## src/rtl/lsu_pkg.sv

```systemverilog
// Shared definitions for the load/store unit: RV32I funct3 codes, FSM state
// encoding, default data-memory size and the funct3 legality check.
package lsu_pkg;

  localparam int unsigned XLEN_DEF       = 32;
  localparam int unsigned DMEM_BYTES_DEF = 256;

  localparam logic [2:0] F3_B  = 3'b000;
  localparam logic [2:0] F3_H  = 3'b001;
  localparam logic [2:0] F3_W  = 3'b010;
  localparam logic [2:0] F3_BU = 3'b100;
  localparam logic [2:0] F3_HU = 3'b101;

  typedef enum logic [1:0] {
    ST_IDLE = 2'd0,
    ST_RD   = 2'd1,
    ST_WR   = 2'd2,
    ST_RESP = 2'd3
  } lsu_state_e;

  // Stores take B/H/W only; loads additionally take the unsigned BU/HU forms.
  function automatic logic f3_legal(input logic we, input logic [2:0] f3);
    logic ok;
    ok = (f3 == F3_B) || (f3 == F3_H) || (f3 == F3_W);
    if (!we) ok = ok || (f3 == F3_BU) || (f3 == F3_HU);
    return ok;
  endfunction

endpackage

```

## src/rtl/lsu_lane_align.sv

```systemverilog
// Combinational lane logic for the big-endian memory word.
//   funct3     : access size / signedness
//   mem_word   : word read from memory (byte[addr] in [31:24])
//   store_data : LSB-aligned store data from the core
//   load_data  : extended load result
//   store_word : store data merged over mem_word (read-modify-write)
module lsu_lane_align
  import lsu_pkg::*;
(
  input  logic [2:0]  funct3,
  input  logic [31:0] mem_word,
  input  logic [31:0] store_data,
  output logic [31:0] load_data,
  output logic [31:0] store_word
);

  // Addressed byte sits in the top lane, so extraction always uses the MSBs.
  always_comb begin
    load_data = '0;
    unique case (funct3)
      F3_B:    load_data = {{24{mem_word[31]}}, mem_word[31:24]};
      F3_BU:   load_data = {24'h0, mem_word[31:24]};
      F3_H:    load_data = {{16{mem_word[31]}}, mem_word[31:16]};
      F3_HU:   load_data = {16'h0, mem_word[31:16]};
      F3_W:    load_data = mem_word;
      default: load_data = '0;
    endcase
  end

  // Sub-word stores replace the top lanes and keep the remaining bytes.
  always_comb begin
    store_word = store_data;
    unique case (funct3)
      F3_B:    store_word = {store_data[7:0], mem_word[23:0]};
      F3_H:    store_word = {store_data[15:0], mem_word[15:0]};
      default: store_word = store_data;
    endcase
  end

endmodule

```

## src/rtl/lsu_dmem_ctrl.sv

```systemverilog
// Load/store initiator between execute stage and data memory.
//   req_*  : core request (accepted when req_valid & req_ready)
//   resp_* : one-cycle completion pulse with load data / fault flag
//   mem_*  : word-wide data-memory port; sub-word stores do read-modify-write
module lsu_dmem_ctrl
  import lsu_pkg::*;
#(
  parameter int unsigned DMEM_BYTES = DMEM_BYTES_DEF,
  parameter int unsigned XLEN       = XLEN_DEF
) (
  input  logic            clk,
  input  logic            rst,
  input  logic            req_valid,
  output logic            req_ready,
  input  logic            req_we,
  input  logic [2:0]      req_funct3,
  input  logic [XLEN-1:0] req_addr,
  input  logic [XLEN-1:0] req_wdata,
  output logic            resp_valid,
  output logic [XLEN-1:0] resp_rdata,
  output logic            resp_fault,
  output logic            mem_ren,
  output logic            mem_wen,
  output logic [XLEN-1:0] mem_addr,
  output logic [XLEN-1:0] mem_wd,
  input  logic [XLEN-1:0] mem_rd,
  input  logic            mem_rdy
);

  // Every memory access touches four bytes, so the last legal base is size-4.
  localparam logic [XLEN-1:0] ADDR_MAX = XLEN'(DMEM_BYTES - 4);

  lsu_state_e      state_q, state_d;
  logic            we_q, we_d;
  logic [2:0]      f3_q, f3_d;
  logic [XLEN-1:0] addr_q, addr_d;
  logic [XLEN-1:0] wdata_q, wdata_d;
  logic            resp_valid_q, resp_valid_d;
  logic [XLEN-1:0] resp_rdata_q, resp_rdata_d;
  logic            resp_fault_q, resp_fault_d;
  logic            mem_ren_q, mem_ren_d;
  logic [XLEN-1:0] mem_wd_q, mem_wd_d;

  logic [XLEN-1:0] load_data;
  logic [XLEN-1:0] store_word;
  logic            req_fault;

  lsu_lane_align u_lane_align (
    .funct3     (f3_q),
    .mem_word   (mem_rd),
    .store_data (wdata_q),
    .load_data  (load_data),
    .store_word (store_word)
  );

  assign req_fault = (req_addr > ADDR_MAX) || !f3_legal(req_we, req_funct3);

  // Next-state and next-output logic; strobes and response are registered.
  always_comb begin
    state_d      = state_q;
    we_d         = we_q;
    f3_d         = f3_q;
    addr_d       = addr_q;
    wdata_d      = wdata_q;
    resp_valid_d = 1'b0;
    resp_rdata_d = '0;
    resp_fault_d = 1'b0;
    mem_ren_d    = 1'b0;
    mem_wd_d     = '0;
    unique case (state_q)
      ST_IDLE: begin
        if (req_valid) begin
          we_d    = req_we;
          f3_d    = req_funct3;
          addr_d  = req_addr;
          wdata_d = req_wdata;
          if (req_fault) begin
            state_d      = ST_RESP;
            resp_valid_d = 1'b1;
            resp_fault_d = 1'b1;
          end else if (req_we && (req_funct3 == F3_W)) begin
            state_d  = ST_WR;
            mem_wd_d = req_wdata;
          end else begin
            // Loads and sub-word stores both need the current word first.
            state_d   = ST_RD;
            mem_ren_d = 1'b1;
          end
        end
      end
      ST_RD: begin
        mem_ren_d = 1'b1;
        if (mem_rdy) begin
          mem_ren_d = 1'b0;
          if (we_q) begin
            state_d  = ST_WR;
            mem_wd_d = store_word;
          end else begin
            state_d      = ST_RESP;
            resp_valid_d = 1'b1;
            resp_rdata_d = load_data;
          end
        end
      end
      ST_WR: begin
        state_d      = ST_RESP;
        resp_valid_d = 1'b1;
      end
      ST_RESP: begin
        state_d = ST_IDLE;
      end
      default: state_d = ST_IDLE;
    endcase
  end

  always_ff @(posedge clk) begin
    if (rst) begin
      state_q      <= ST_IDLE;
      we_q         <= 1'b0;
      f3_q         <= '0;
      addr_q       <= '0;
      wdata_q      <= '0;
      resp_valid_q <= 1'b0;
      resp_rdata_q <= '0;
      resp_fault_q <= 1'b0;
      mem_ren_q    <= 1'b0;
      mem_wd_q     <= '0;
    end else begin
      state_q      <= state_d;
      we_q         <= we_d;
      f3_q         <= f3_d;
      addr_q       <= addr_d;
      wdata_q      <= wdata_d;
      resp_valid_q <= resp_valid_d;
      resp_rdata_q <= resp_rdata_d;
      resp_fault_q <= resp_fault_d;
      mem_ren_q    <= mem_ren_d;
      mem_wd_q     <= mem_wd_d;
    end
  end

  assign req_ready  = (state_q == ST_IDLE);
  // Gated by rst so a reset arriving during the write cycle suppresses it.
  assign mem_wen    = (state_q == ST_WR) & ~rst;
  assign resp_valid = resp_valid_q;
  assign resp_rdata = resp_rdata_q;
  assign resp_fault = resp_fault_q;
  assign mem_ren    = mem_ren_q;
  assign mem_addr   = addr_q;
  assign mem_wd     = mem_wd_q;

endmodule

```

## config.mk

```make
export PLATFORM = sky130hd
export DESIGN_NAME = lsu_dmem_ctrl
export DESIGN_NICKNAME = d
export VERILOG_FILES = /design/src/rtl/lsu_pkg.sv /design/src/rtl/lsu_lane_align.sv /design/src/rtl/lsu_dmem_ctrl.sv
export SDC_FILE = /design/constraint.sdc
export NUM_CORES = 1
export LEC_CHECK = 0
export CAP_MARGIN = 0
export CORE_MARGIN = 3
export CORE_UTILIZATION = 33
export CTS_BUF_LIST = sky130_fd_sc_hd__clkbuf_2 sky130_fd_sc_hd__clkbuf_4 sky130_fd_sc_hd__clkbuf_8
export CTS_CLUSTER_DIAMETER = 30
export DETAILED_ROUTE_END_ITERATION = 10
export DONT_BUFFER_PORTS = 1
export PLACE_DENSITY_LB_ADDON = 0.05
export SETUP_SLACK_MARGIN = 0.15
export SKIP_CTS_REPAIR_TIMING = 1
export SLEW_MARGIN = 0
export SYNTH_ARGS = -nofsm -noshare
export SYNTH_HDL_FRONTEND = slang
export SYNTH_SLANG_ARGS = --single-unit
```

## constraint.sdc

```tcl
create_clock -name clk -period 4.3 [get_ports clk]
set_clock_uncertainty 0.2 [all_clocks]
set_input_delay 0.43 -clock clk [delete_from_list [all_inputs] [get_ports clk]]
set_output_delay 0.43 -clock clk [all_outputs]
set_load 0.03 [all_outputs]
```

==> reports/qor.csv, run 1 <==
stage,metric,value,unit
critical_path,worst reg2reg startpoint,state_q[1],
worst_hold_path,Hold Crit Endpoint,mem_wd[8],
finish,nets@finish,807,
power,Clock power frac,33.1,%
critical_path,CP Class,flip-flop to flip-flop,
place,post-placement cell count,802,
timing,Max Clk Rate,306,MHz
clock_network,clk slew on worst S/H paths,0.08,ns
place,Routability Congestion,0.791,
clock_network,CTS Buf Count,17,
place,port bufs,0,
timing,RSZ-0062 raised after global routing,no,
drt,1st-pass router iterations,5,
power,P_leak,2.63,nW
finish,# diodes,0,
timing,endpoints failing setup,0,
critical_path,crit-path max FO,47,
synthesis,"EDFF count, synth",0,
timing,Rel. slew slack,17.7,%
synthesis,Netlist cell types,42,
drt,routed vias,4732,
power,worst vdd ir,0.000347,V
timing,worst-case hold slack,0.0182,ns
critical_path,crit path from,state_q[1],
synthesis,Area contributors post-synth,"dfxtp_1, nand2_1, a21oi_1",
synthesis,asr flop ratio synth,0,%
drt,Routed WL,18200,um
finish,share of cells above drive strength 1,6.88,%
timing,Pins Over Slew Limit,0,
worst_hold_path,Tightest Hold Check Type,input port to flip-flop,
drt,Vias/cell,5.10,
finish,final core occ,43.4,%
critical_path,endpoint class of the critical path,flip-flop,
job,Max-cap violations,0,
synthesis,Avg Inst Size Synth,8.54,um^2
global_routing,grt ovf,0,
drt,starting DRC count in detailed routing,260,
timing,"Hold Vio Cnt, Final",0,
finish,"commonest non-fill, non-tap cell in the layout",nand2_1,
outcome,status,"complete, no violations",
clock_network,clk sink count,137,
worst_hold_path,Hold Crit Depth,2,
power,Net Switching,1.36,mW
clock_network,Root Buffer,clkbuf_8,
floorplanning,starting density of the core,33.8,%
floorplanning,chip width,134,um
synthesis,#FFs+latches synth,137,
power,Net Sw Frac,35.0,%
synthesis,Cells after Synth,629,
place,post-DP HPWL,12100,um
synthesis,warnings from Yosys,0,
global_routing,vias in the first global route,4442,
power,Comb pwr share,23.5,%
critical_path,worst r2r path cells,7,
finish,fill cell count,1646,
synthesis,share of the synthesized area in the top cell type,51.0,%
critical_path,crit path DAT,3.46,ns
clock_network,Clock Latency Late Sink,0.45,ns
drt,wire per inst,19.6,um
clock_network,Clock Path Buffers,2,
floorplanning,# rows,46,
floorplanning,Core Region,0.0159,mm^2
power,Seq pwr share,43.4,%
worst_hold_path,hold path startpoint,mem_rd[8],
finish,area growth from synthesis to layout,28.4,%
critical_path,CP Launch Type,flip-flop,
synthesis,Synth Cell Area,0.00537,mm^2
finish,final instance area,0.00690,mm^2
synthesis,Syn Nets,737,
critical_path,R2R Setup Slk,1.04,ns
timing,crit share post-route,75.9,%
drt,drt drc,0,
global_routing,GR Util All Layers,18.9,%
global_routing,largest net degree at the start of global routing,78,
timing,setup TNS,0,ns
floorplanning,IO Count,205,
synthesis,main flop type after synthesis,dfxtp_1,
power,Pint,2.53,mW
finish,Finished Layout Cells,928,
clock_network,CTS tree,built,
timing,fin crit period,3.26,ns
floorplanning,Die Ht,134,um
global_routing,first-pass GRT wire length,25900,um
global_routing,antenna violations before repair,1,
drt,ANT nets after route,0,
floorplanning,Die ar.,0.0179,mm^2
critical_path,Critical Path RT,4.49,ns
synthesis,register area share after synthesis,51.0,%
place,area post-placement,0.00546,mm^2
critical_path,Reg-to-Reg End,mem_addr[18],
clock_network,H-tree levels,4,
timing,slew of the pin with the lowest slew margin,1.23,ns
synthesis,Synth area leader,dfxtp_1,
power,Pwr per Cell Area,563,mW/mm^2
finish,"commonest cells after routing, fill and taps aside","nand2_1, dfxtp_1, dlygate4sd3_1",
-- metrics by stage --
stage               power (mW)  worst slack [ns]
floorplan                 2.34              2.32
global placement          2.52              1.64
detailed placement        2.54              1.55
CTS                       3.83              1.55
global route              4.10             0.807
finish                    3.88              1.04
-- how the worst max path moves through the flow --
stage                     cells after the start  slack, ns           end
after floorplan                               6       2.32    state_q[1]
after CTS                                     6       1.55  mem_addr[12]
final                                         7       1.04  mem_addr[18]
after global placement                        6       1.64  mem_addr[18]
after detailed placement                      6       1.55   mem_addr[5]
after global routing                          7       0.81  mem_addr[18]
-- logic make-up (layout without fill, tap and decap cells) --
| group | count (synthesis) | in the layout | share of synthesized area, % |
|---|---|---|---|
| compound gates | 171 | 171 | 18.7 |
| fa+ha+maj | 4 | 4 | 0.931 |
| simple gates | 229 | 229 | 18.2 |
| flops | 137 | 137 | 51.0 |
| mux | 34 | 34 | 6.36 |
| buf+inv | 54 | 137 | 4.80 |
-- final cells by class --
cell class / instances / area, um^2 / area share, %
flip-flops and latches: 137 / 2740 / 39.7
multi-input cells: 438 / 2380 / 34.6
repair buffers: 99 / 996 / 14.4
well taps: 216 / 270 / 3.92
clock buffers: 20 / 263 / 3.81
clock inverters: 12 / 221 / 3.21
inverters: 6 / 22.5 / 0.326
-- flip-flops by register name, summed over array words and instances, names as in the netlist --
signal / cells
f3_q: 3
mem_addr: 32
mem_ren: 1
mem_wd: 32
resp_fault: 1
resp_rdata: 32
resp_valid: 1
state_q: 2
wdata_q: 32
we_q: 1
-- power groups by stage --
| stage | sequential [mW] | combinational (mW) | clock [mW] |
|---|---|---|---|
| floorplan | 1.66 | 0.680 | 0 |
| global placement | 1.71 | 0.808 | 0 |
| detailed placement | 1.71 | 0.828 | 0 |
| CTS | 1.68 | 0.828 | 1.31 |
| global route | 1.70 | 1.03 | 1.37 |
| finish | 1.68 | 0.913 | 1.29 |
-- Yosys cell counts (7+ instances only) --
| library cell | n |
|---|---|
| a21oi_1 | 92 |
| a221oi_1 | 7 |
| a2bb2oi_1 | 7 |
| buf_2 | 16 |
| clkbuf_1 | 26 |
| dfxtp_1 | 137 |
| mux2i_1 | 33 |
| nand2_1 | 175 |
| nor2_1 | 21 |
| nor2b_1 | 11 |
| o21ai_0 | 20 |
| o22ai_1 | 31 |
-- routing by layer --
| metal | track usage, % | up-vias | wire (um) |
|---|---|---|---|
| met5 | 0 | - | 13 |
| met4 | 4.69 | 2 | 282 |
| met1 | 22.1 | 2226 | 7420 |
| met2 | 31.5 | 177 | 8940 |
| met3 | 8.87 | 24 | 1560 |
| li1 | - | 2303 | - |
-- critical path, cell delays in order (launching register included) --
cell and delay (ns):
dfxtp_1 0.33, inv_1 0.10, ha_1 0.50, and2_2 0.91, buf_4 0.40, nand2_1 0.09, a21oi_1 0.12, dlygate4sd3_1 0.56
Power figures use the tool's default switching activity.
==> inputs of run 2 (changes only) <==
clock period = 3 ns   (was 4.3 ns; I/O delays follow)
==> reports/qor.csv, run 2 (same netlist as run 1, synthesis figures left out) <==
stage,metric,value,unit,change
finish,# diodes,0,,unchanged
place,Routability Congestion,0.809,,+2.3%
place,area post-placement,0.00552,mm^2,+1.1%
outcome,status,"complete, no violations",,
drt,Routed WL,18200,um,about the same
global_routing,GR Util All Layers,18.6,%,-0.30 points
timing,fin crit period,2.64,ns,-0.619 ns
critical_path,endpoint class of the critical path,flip-flop,,
drt,Vias/cell,5.05,,-0.99%
floorplanning,Die ar.,0.0179,mm^2,unchanged
floorplanning,# rows,46,,unchanged
finish,fill cell count,1590,,-3.4%
drt,Met1 Wirelength,7590,um,+2.2%
drt,routed wl met2,9200,um,+2.9%
floorplanning,chip width,134,um,unchanged
timing,setup ws final,0.355,ns,-0.681 ns
global_routing,vias in the first global route,4348,,-2.1%
timing,Rel. slew slack,56.9,%,+39 points
critical_path,CP Launch Type,flip-flop,,
clock_network,clk slew on worst S/H paths,0.08,ns,about the same
place,post-DP HPWL,11900,um,-1.9%
finish,share of cells above drive strength 1,7.17,%,+0.29 points
drt,1st-pass router iterations,4,,-1
clock_network,CTS Buf Count,17,,unchanged
finish,"commonest cells after routing, fill and taps aside","nand2_1, dfxtp_1, dlygate4sd3_1",,
timing,endpoints failing setup,0,,unchanged
job,Max-cap violations,0,,unchanged
global_routing,grt ovf,0,,unchanged
finish,final core occ,44.3,%,+0.85 points
power,Pwr per Cell Area,789,mW/mm^2,+40%
drt,starting DRC count in detailed routing,303,,+17%
worst_hold_path,Tightest Hold Check Type,input port to flip-flop,,
floorplanning,IO Count,205,,unchanged
place,DP Worst Slack,0.749,ns,-0.796 ns
timing,RSZ-0062 raised after global routing,no,,
timing,setup TNS,0,ns,unchanged
drt,wire per inst,19.4,um,-1.4%
clock_network,Clock Latency Late Sink,0.44,ns,about the same
power,P_leak,2.69,nW,+2.2%
timing,slew of the pin with the lowest slew margin,0.645,ns,-0.585 ns
global_routing,first-pass GRT wire length,25500,um,-1.6%
critical_path,Critical Path RT,3.19,ns,-1.30 ns
timing,Max Clk Rate,378,MHz,+23%
finish,"commonest non-fill, non-tap cell in the layout",nand2_1,,
drt,ANT nets after route,0,,unchanged
clock_network,clk sink count,137,,unchanged
finish,final instance area,0.00704,mm^2,+2.0%
place,port bufs,0,,unchanged
floorplanning,Core Region,0.0159,mm^2,unchanged
timing,Pins Over Slew Limit,0,,unchanged
critical_path,crit path DAT,2.84,ns,-0.62 ns
critical_path,CP Class,flip-flop to flip-flop,,
global_routing,largest net degree at the start of global routing,78,,unchanged
clock_network,CTS tree,built,,
clock_network,H-tree levels,4,,unchanged
floorplanning,Die Ht,134,um,unchanged
floorplanning,starting density of the core,33.8,%,unchanged
drt,WL met3,1270,um,-18%
drt,drt drc,0,,unchanged
power,worst vdd ir,0.000356,V,+2.6%
finish,nets@finish,822,,+1.9%
global_routing,antenna violations before repair,0,,-1
timing,crit share post-route,88.2,%,+12 points
clock_network,Root Buffer,clkbuf_8,,
critical_path,crit-path max FO,51,,+8.5%
drt,Max Used Layer,met4,,
timing,"Hold Vio Cnt, Final",0,,unchanged
finish,area growth from synthesis to layout,30.9,%,
drt,routed vias,4751,,+0.40%
clock_network,Clock Path Buffers,2,,unchanged
[run 2: cell count changes in the layout (fill, tap and decap cells not counted), moves of 2 or more]
cell	before	now
buf_12	0	2
clkbuf_4	2	0
dlygate4sd3_1	93	103
buf_4	5	8
[run 2: power breakdown]
| part | total, mW | switching, mW | internal [mW] |
|---|---|---|---|
| sequential | 2.40 | 0.372 | 2.03 |
| clock | 1.76 | 0.729 | 1.03 |
| combinational | 1.40 | 0.862 | 0.537 |
| total | 5.55 | 1.96 | 3.59 |
[run 2: through the flow]
step                      hold slack (ns)  std cells  power (mW)
after global placement              0.176        807        3.66
after floorplan                     0.224        629        3.36
after detailed placement            0.177        807        3.69
after CTS                          -0.321        837        5.46
final                             0.00800        941        5.55
after global routing               0.0122        941        5.88
[run 2: layout make-up]
cell class              instances  area (um^2)  share of cell area (%)
clock buffers                  19          262                    3.72
clock inverters                11          195                    2.77
inverters                       6         22.5                   0.320
multi-input cells             438         2380                    33.9
flip-flops and latches        137         2740                    39.0
well taps                     216          270                    3.84
repair buffers                114         1160                    16.5
[run 2: layer usage]
layer,up-vias,global-route usage [%]
met5,-,0
met4,0,5.66
met3,10,7.48
met2,187,30.6
met1,2224,22.4
li1,2330,-
[run 2: critical path: stages, from the launching register on]
cell	delay [ns]
dfxtp_1	0.40
inv_1	0.08
ha_1	0.20
buf_4	0.19
nand2_2	0.39
buf_12	0.30
nand2_1	0.08
a21oi_1	0.15
dlygate4sd3_1	0.55
[run 2: path summary, 6_finish.rpt]
check / start / to / slack (ns) / cells after the start
min reg2reg: wdata_q[23] / wdata_q[23] / 0.25 / 2
max reg2reg: state_q[0] / mem_addr[8] / 0.36 / 8
min: mem_rdy / resp_rdata[15] / 0.008 / 3
max: state_q[0] / mem_addr[8] / 0.36 / 8
